[src/rtl/alu_rs_pkg.sv]
// Shared backend definitions: ALU/branch opcode encoding and default tag width.
package alu_rs_pkg;

  localparam int TAG_W_DEF = 6;
  localparam int XLEN      = 32;

  typedef enum logic [3:0] {
    ADD_I  = 4'd0,
    SUB_I  = 4'd1,
    AND_I  = 4'd2,
    OR_I   = 4'd3,
    XOR_I  = 4'd4,
    SLL_I  = 4'd5,
    SRL_I  = 4'd6,
    SRA_I  = 4'd7,
    SLT_I  = 4'd8,
    SLTU_I = 4'd9,
    BEQ_I  = 4'd10,
    BNE_I  = 4'd11,
    BLT_I  = 4'd12,
    BGE_I  = 4'd13,
    JAL_I  = 4'd14,
    JALR_I = 4'd15
  } instr_opcode;

endpackage

[src/rtl/rs_age_select.sv]
// Oldest-eligible picker: grants the eligible entry that no other eligible entry is older than.
module rs_age_select #(
  parameter int N = 4
) (
  input  logic [N-1:0][N-1:0] age,
  input  logic [N-1:0]        elig,
  output logic [N-1:0]        gnt
);

  // age[j][i] set means entry j was dispatched before entry i
  for (genvar i = 0; i < N; i++) begin : g_lane
    logic [N-1:0] older;
    for (genvar j = 0; j < N; j++) begin : g_col
      assign older[j] = elig[j] & age[j][i];
    end
    assign gnt[i] = elig[i] & ~|older;
  end

endmodule

[src/rtl/alu_rs.sv]
// ALU/branch reservation station: CDB wakeup, age-ordered single issue, registered issue payload.
module alu_rs
  import alu_rs_pkg::*;
#(
  parameter int DEPTH = 4,
  parameter int TAG_W = TAG_W_DEF
) (
  input  logic             clk,
  input  logic             rst,
  input  logic             disp_valid,
  output logic             disp_ready,
  input  instr_opcode      disp_opcode,
  input  logic [31:0]      disp_imm,
  input  logic [31:0]      disp_pc,
  input  logic             disp_src1_rdy,
  input  logic             disp_src2_rdy,
  input  logic [TAG_W-1:0] disp_src1_tag,
  input  logic [TAG_W-1:0] disp_src2_tag,
  input  logic [31:0]      disp_src1_val,
  input  logic [31:0]      disp_src2_val,
  input  logic [TAG_W-1:0] disp_dst_tag,
  input  logic             cdb_valid,
  input  logic [TAG_W-1:0] cdb_tag,
  input  logic [31:0]      cdb_val,
  input  logic             flush,
  output logic             alu_en,
  output instr_opcode      opcode,
  output logic [31:0]      val1,
  output logic [31:0]      val2,
  output logic [31:0]      imm_agex,
  output logic [31:0]      pc_agex,
  output logic [TAG_W-1:0] dst_tag_agex
);

  localparam int IDX_W = $clog2(DEPTH);

  typedef struct packed {
    logic             rdy;
    logic [TAG_W-1:0] tag;
    logic [31:0]      val;
  } src_t;

  typedef struct packed {
    logic             valid;
    instr_opcode      opcode;
    logic [31:0]      imm;
    logic [31:0]      pc;
    logic [TAG_W-1:0] dst;
    src_t             s1;
    src_t             s2;
  } ent_t;

  function automatic src_t wake(input src_t s, input logic cv,
                                input logic [TAG_W-1:0] ct, input logic [31:0] cval);
    src_t r;
    r = s;
    if (cv && !s.rdy && s.tag == ct) begin
      r.rdy = 1'b1;
      r.val = cval;
    end
    return r;
  endfunction

  ent_t [DEPTH-1:0]            ent_q, ent_d;
  logic [DEPTH-1:0][DEPTH-1:0] age_q, age_d;
  logic                        alu_en_q, alu_en_d;
  instr_opcode                 opcode_q, opcode_d;
  logic [31:0]                 val1_q, val1_d, val2_q, val2_d;
  logic [31:0]                 imm_q, imm_d, pc_q, pc_d;
  logic [TAG_W-1:0]            dst_q, dst_d;

  logic [DEPTH-1:0] valid_vec, elig, gnt;
  logic [IDX_W-1:0] free_idx;
  logic             disp_fire;
  ent_t             new_ent;

  for (genvar i = 0; i < DEPTH; i++) begin : g_ent
    assign valid_vec[i] = ent_q[i].valid;
    assign elig[i]      = ent_q[i].valid & ent_q[i].s1.rdy & ent_q[i].s2.rdy;
  end

  // Ready depends on registered occupancy only, so an issuing slot frees next cycle.
  assign disp_ready = ~&valid_vec;
  assign disp_fire  = disp_valid & disp_ready & ~flush;

  rs_age_select #(.N(DEPTH)) u_sel (
    .age  (age_q),
    .elig (elig),
    .gnt  (gnt)
  );

  always_comb begin
    logic found;
    found    = 1'b0;
    free_idx = '0;
    for (int i = 0; i < DEPTH; i++) begin
      if (!ent_q[i].valid && !found) begin
        found    = 1'b1;
        free_idx = IDX_W'(i);
      end
    end
  end

  // Same-cycle CDB match is folded into the new entry so the wakeup is not lost.
  always_comb begin
    new_ent        = '0;
    new_ent.valid  = 1'b1;
    new_ent.opcode = disp_opcode;
    new_ent.imm    = disp_imm;
    new_ent.pc     = disp_pc;
    new_ent.dst    = disp_dst_tag;
    new_ent.s1     = wake('{rdy: disp_src1_rdy, tag: disp_src1_tag, val: disp_src1_val},
                          cdb_valid, cdb_tag, cdb_val);
    new_ent.s2     = wake('{rdy: disp_src2_rdy, tag: disp_src2_tag, val: disp_src2_val},
                          cdb_valid, cdb_tag, cdb_val);
  end

  always_comb begin
    ent_d = ent_q;
    age_d = age_q;
    for (int i = 0; i < DEPTH; i++) begin
      if (ent_q[i].valid) begin
        ent_d[i].s1 = wake(ent_q[i].s1, cdb_valid, cdb_tag, cdb_val);
        ent_d[i].s2 = wake(ent_q[i].s2, cdb_valid, cdb_tag, cdb_val);
      end
      if (gnt[i]) ent_d[i].valid = 1'b0;
    end
    if (disp_fire) begin
      ent_d[free_idx] = new_ent;
      age_d[free_idx] = '0;
      for (int j = 0; j < DEPTH; j++) age_d[j][free_idx] = ent_q[j].valid;
    end
    if (flush) begin
      for (int i = 0; i < DEPTH; i++) ent_d[i].valid = 1'b0;
    end
  end

  always_comb begin
    alu_en_d = |gnt & ~flush;
    opcode_d = opcode_q;
    val1_d   = val1_q;
    val2_d   = val2_q;
    imm_d    = imm_q;
    pc_d     = pc_q;
    dst_d    = dst_q;
    for (int i = 0; i < DEPTH; i++) begin
      if (gnt[i] && !flush) begin
        opcode_d = ent_q[i].opcode;
        val1_d   = ent_q[i].s1.val;
        val2_d   = ent_q[i].s2.val;
        imm_d    = ent_q[i].imm;
        pc_d     = ent_q[i].pc;
        dst_d    = ent_q[i].dst;
      end
    end
  end

  always_ff @(posedge clk or posedge rst) begin
    if (rst) begin
      ent_q    <= '0;
      age_q    <= '0;
      alu_en_q <= 1'b0;
      opcode_q <= ADD_I;
      val1_q   <= '0;
      val2_q   <= '0;
      imm_q    <= '0;
      pc_q     <= '0;
      dst_q    <= '0;
    end else begin
      ent_q    <= ent_d;
      age_q    <= age_d;
      alu_en_q <= alu_en_d;
      opcode_q <= opcode_d;
      val1_q   <= val1_d;
      val2_q   <= val2_d;
      imm_q    <= imm_d;
      pc_q     <= pc_d;
      dst_q    <= dst_d;
    end
  end

  assign alu_en       = alu_en_q;
  assign opcode       = opcode_q;
  assign val1         = val1_q;
  assign val2         = val2_q;
  assign imm_agex     = imm_q;
  assign pc_agex      = pc_q;
  assign dst_tag_agex = dst_q;

endmodule

[config.mk]
export PLATFORM = sky130hd
export DESIGN_NAME = alu_rs
export DESIGN_NICKNAME = d
export VERILOG_FILES = /design/src/rtl/alu_rs_pkg.sv /design/src/rtl/rs_age_select.sv /design/src/rtl/alu_rs.sv
export SDC_FILE = /design/constraint.sdc
export NUM_CORES = 2
export LEC_CHECK = 0
export CORE_MARGIN = 1.5
export CORE_UTILIZATION = 45
export DETAILED_ROUTE_END_ITERATION = 16
export GPL_ROUTABILITY_DRIVEN = 0
export PLACE_DENSITY = 0.7
export SLEW_MARGIN = 10
export SYNTH_ARGS = -nofsm -noshare
export SYNTH_HDL_FRONTEND = slang
export SYNTH_SLANG_ARGS = --single-unit
export TNS_END_PERCENT = 100
[constraint.sdc]
create_clock -name clk -period 58.5 [get_ports clk]
set_clock_uncertainty 0.2 [all_clocks]
set_input_delay 11.7 -clock clk [delete_from_list [all_inputs] [get_ports clk]]
set_output_delay 11.7 -clock clk [all_outputs]
set_load 0.05 [all_outputs]
Word-level counts from Yosys, hierarchy flattened
Index checks and enable logic that the tools add are counted.
Widths: inputs -> output; s select.
{ "word_totals": {"inputBits": 195, "output_inout_bits": 140, "ff_bits": 767} }
{ "classes": {"bitwise": 34, "n_mux": 74, "n_eq_ne": 10, "n_lt_le_gt_ge": 2, "n_reduce_logical": 56} }
{ "op_table": {"columns": ["op", "count"], "rows": [
  ["$mux 32", 26],
  ["$bwmux 612", 1],
  ["$mux 612", 1],
  ["$mux 78", 4],
  ["$demux 153 s2", 1],
  ["$mux 153", 1],
  ["$eq 6x6->1", 10],
  ["$and 1x1->1", 31],
  ["$logic_and 1x1->1", 28],
  ["$mux 6", 4],
  ["$mux 1", 23],
  ["$logic_not 1->1", 21],
  ["$mux 4", 5],
  ["$reduce_or 4->1", 5],
  ["$and 16x16->16", 1],
  ["$bwmux 4", 4],
  ["$not 16->16", 1],
  ["$demux 4 s2", 1],
  ["$mux 2", 2],
  ["$reduce_and 4->1", 1],
  ["$reduce_bool 4->1", 1],
  ["$lt 2x3->1 const B", 1],
  ["$demux 1 s2", 1],
  ["$ge 2x1->1 const B", 1],
  ["$not 1->1", 1]
]} }

Logic depth before layout (Yosys ltp)
{ "depth": {"ltp_word": 16, "depth_mapped": 9, "mapped_depth_nobuf": 5} }

Hierarchy
A second synthesis with hierarchy kept.
{ "hier_totals": {"hier_cells": 3872, "area_unflattened_um2": 34510.6} }
{ "modules_own_cells": {"columns": ["mod", "area_per_inst_um2", "n_inst", "seq_area_each_um2", "cells_per_inst"], "rows": [
  ["alu_rs", 34425.5, 1, 19193.4, 3860],
  ["rs_age_select", 85.1, 1, 0.0, 12]
]} }

Worst setup path after synthesis
OpenSTA, ideal clock, no wires.
{ "synth_timing": {"path_kind": "input -> register", "startpoint": "input port cdb_tag[5]", "endpoint": "register ent_q[62] in the netlist's numbering", "setup_time_ns": 0.123, "slack_ns": 45.094, "arrival_ns": 13.083, "required_time_ns": 58.177, "cell_stages": 7, "path_buffers": 2, "cell_sequence": "buf_4 -> xnor2_1 -> nand3_1 -> nor4_2 -> a21oi_1 -> buf_2 -> o221a_2"} }
{ "synth_lines": {"columns": ["element", "line", "text"], "rows": [
  ["start, declared", "alu_rs.sv:23", "input logic [TAG_W-1:0] cdb_tag,"],
  ["end signal, assigned", "alu_rs.sv:170", "ent_q <= ent_d;"],
  ["end, declared", "alu_rs.sv:64", "ent_t [DEPTH-1:0] ent_q, ent_d;"]
]} }

Final worst setup path
{ "layout_timing": {"startpoint": "input port flush", "endpoint": "register imm_q[6], in the netlist imm_agex[6]"} }
{ "layout_via": {"elab_chain_len": 5, "elab_cells_between_ends": 9, "classes_between": "mux: 3; reduce/logical: 6"} }
{ "layout_lines": {"columns": ["element", "line", "text"], "rows": [
  ["start, declared", "alu_rs.sv:25", "input logic flush,"],
  ["$logic_not 1->1 *", "alu_rs.sv:147", "if (gnt[i] && !flush) begin"],
  ["$logic_and 1x1->1", "alu_rs.sv:147", null],
  ["$mux 32 (3 in a row)", "alu_rs.sv:147", null],
  ["end signal, assigned", "alu_rs.sv:176", "imm_q <= imm_d;"],
  ["end, declared", "alu_rs.sv:69", "logic [31:0] imm_q, imm_d, pc_q, pc_d;"]
]} }
Every way passes the cells marked *; elsewhere a longest branch is shown, timed or not.
A chain may end at the register's enable or synchronous reset.

==> reports/qor.yml <==
clock_tree:
  post-cts-setup-buffers: 0
  cts_resized: 0
  root_buffer: "clkbuf_16"
  cts.hold.buffers_added: 0
  cts_max_level: 3
  clock_latency_ps: 650
  max-clock-path-buffers: 3
  cts_made_buffers: 85
  clock_sinks: 767
  cts_tree: "done"
  clkTransAtPathRegs_ps: 60
timing:
  period_share_pct: 27.53
  fin_crit_ps: 16100
  setup_viol: 0
  fmax_mhz: 62.09
  max_slew_margin_pct: 16.86
  hold_viol: 0
  worst_pin_slew_ps: 1247
  fin_setup_tns_ps: 0
  slew_viol_final: 0
  rsz0062_at_grt: "no"
setup_path:
  worstReg2RegStart: "ent_q[305]"
  crit_path_max_fanout: 197
  rr_worst_depth: 7
  critPathLaunchType: "input pin"
  crit_arrival_ps: 16470
  rrSetupSlack_ps: 54310
  cp_data_required_time_ps: 58860
  critical_path_class: "in2reg"
  crit_path_end_kind: "flip-flop"
  r2r_end: "imm_agex[6]"
drt:
  firstDrtPassIters: 5
  wl_per_cell_um: 26.94
  ant_nets: 0
  routed_wirelength_um: 131200
  vias_per_cell: 6.543
  first_iter_violations: 3715
  drcViolationCount: 0
  via_count: 31880
placed_design:
  dpl_cell_area_um2: 40540
  hpwl_um: 68640
  port_buffers: 334
synthesis:
  yosysTopAreaCellShare_pct: 51.97
  ys_seq_area_share_pct: 51.97
  synth_edf_count: 0
  synthArstFlopShare_pct: 100.0
  syn_avg_cell_area_um2: 10.08
  synth_fp_nets: 3859
  synthCells: 3664
  synth-seq-cells: 767
  yosysUniqueCellTypes: 55
  synth_flop_cell: "dfrtp_1"
  syn_area_um2: 36930
  yosys-top-cells-area: "dfrtp_1, nand2_1, a221oi_1, a311o_1, a2bb2oi_1"
  yosys.area.top_type: "dfrtp_1"
  synth_warnings: 0
grt:
  first_global_vias: 31660
  grt_max_degree: 198
  grt_antenna_before_repair: 13
  grt_pass1_wl_um: 197600
  grt_usage_pct: 30.78
  grt-ovfl-total: 0
power_and_ir_drop:
  p_leak_nw: 18.35
  ir_drop_mv: 0.02531
  power_density_nw_per_um2: 44.06
hold_path:
  min_from: "ent_q[296]"
  min_path_cells: 2
  whs_endpoint: "ent_q[296]"
  hp-class: "reg2reg"
floorplanning:
  row_count: 104
  die_w_um: 289.5
  dieArea_um2: 83800
  core_area_um2: 80940
  initial_core_util_pct: 45.63
  io_pins: 335
  dieHeight_um: 289.5
layout:
  fillers: 7001
  syn_to_final_growth_pct: 17.78
  drive_gt1_share_pct: 10.47
  post-route-util_pct: 53.74
  final_nets: 3933
  fin_area_um2: 43500
run:
  cap_violations: 0
outcome:
  status: "finished, final reports clean"
==> layer usage <==
| metal | part of all wire (%) | GRT usage [%] | vias to the layer above |
|---|---|---|---|
| li1 | - | - | 13620 |
| met1 | 41 | 42.32 | 16020 |
| met2 | 45 | 46.62 | 1898 |
| met3 | 9.7 | 5.937 | 330 |
| met4 | 4.1 | 15.14 | 8 |
| met5 | 0.042 | 0 | - |
==> where the power goes <==
part	switching [mW]	internal, mW	total, mW
combinational	0.336	0.248	0.584
clock	0.230	0.331	0.561
sequential	0.0973	0.674	0.771
total	0.663	1.25	1.92
==> state kept, by name (all words and copies together), names as in the netlist, named ones only <==
signal        cells
imm_agex         32
val1             32
pc_agex          32
ent_q           612
opcode            4
val2             32
alu_en            1
age_q            12
dst_tag_agex      6
==> worst max path at each step <==
stage / start / endpoint / slack [ps] / depth (start not counted)
finish: flush / imm_agex[6] / 42400 / 8
detailed placement: flush / ent_q[119] / 42030 / 8
global route: flush / imm_agex[6] / 42390 / 8
floorplan: rst / async pin / 25070 / 1
CTS: flush / ent_q[142] / 42720 / 8
global placement: flush / ent_q[138] / 42130 / 8
==> metrics by stage <==
stage	instances	worst slack, ps	hold WS, ps	total power [mW]
CTS	4861	42720	275.6	1.921
global placement	4710	42130	251.9	1.346
finish	4872	42400	273.1	1.916
detailed placement	4710	42030	261.5	1.356
global route	4871	42390	287.7	1.993
floorplan	3664	25070	239.9	1.156
==> cells by family (layout without fill, tap and decap cells) <==
logic type	count (synthesis)	after routing	synth area share (%)
XOR/XNOR	60	60	1.423
AND/OR/NAND/NOR	1259	1259	15.24
AO/OA/AOI/OAI	1015	1015	22.85
other	0	10	0
buffers and inverters	477	615	5.888
flip-flops	767	767	51.97
multiplexers	86	86	2.622
==> cells in the final DEF (no fill, tap or decap), types with 4 or more instances in the layout <==
cell type,n
nand2_1,790
dfrtp_1,767
clkdlybuf4s50_1,333
a221oi_1,170
o21a_1,160
nand3_1,154
o21ai_0,146
nor4_1,139
a311o_1,138
a2bb2oi_1,138
o22a_1,128
mux2_2,86
clkbuf_16,86
inv_1,64
or3_1,64
xnor2_1,60
o221a_2,60
buf_4,58
nor2_1,54
o32a_1,32
clkbuf_8,16
clkinv_2,15
nand4_1,14
clkbuf_1,14
o21ai_4,11
diode_2,10
bufinv_16,9
a21oi_1,7
a21oi_4,7
clkinvlp_4,5
buf_12,5
nor2b_1,4
and3b_1,4
o221a_1,4
==> cell usage after synthesis (all sizes together), types with 57 or more instances <==
cell type,count
o21a,160
nor2,57
o21ai,158
o221a,64
nand3,156
mux2,86
a221oi,170
clkbuf,198
nand2,791
nor4,142
dfrtp,767
o22a,128
inv,66
a311o,138
xnor2,60
or3,65
buf,213
a2bb2oi,138
==> critical path, cell delays in order <==
cell       delay (ps)
buf_8             260
inv_6             760
buf_4             840
and3_4            360
buf_12            600
buf_4             910
a221oi_1          210
a2bb2oi_1         230
==> cell type report <==
| type | count | area [um^2] | share of cell area [%] |
|---|---|---|---|
| clock inverters | 35 | 483.0 | 1.110 |
| flip-flops and latches | 767 | 19190 | 44.12 |
| clock buffers | 116 | 2425 | 5.574 |
| multi-input cells | 2420 | 15880 | 36.50 |
| repair buffers | 398 | 3911 | 8.992 |
| well taps | 1060 | 1326 | 3.049 |
| diodes | 10 | 25.02 | 0.05753 |
| inverters | 66 | 260.3 | 0.5983 |
(Power assumes the default switching activity.)
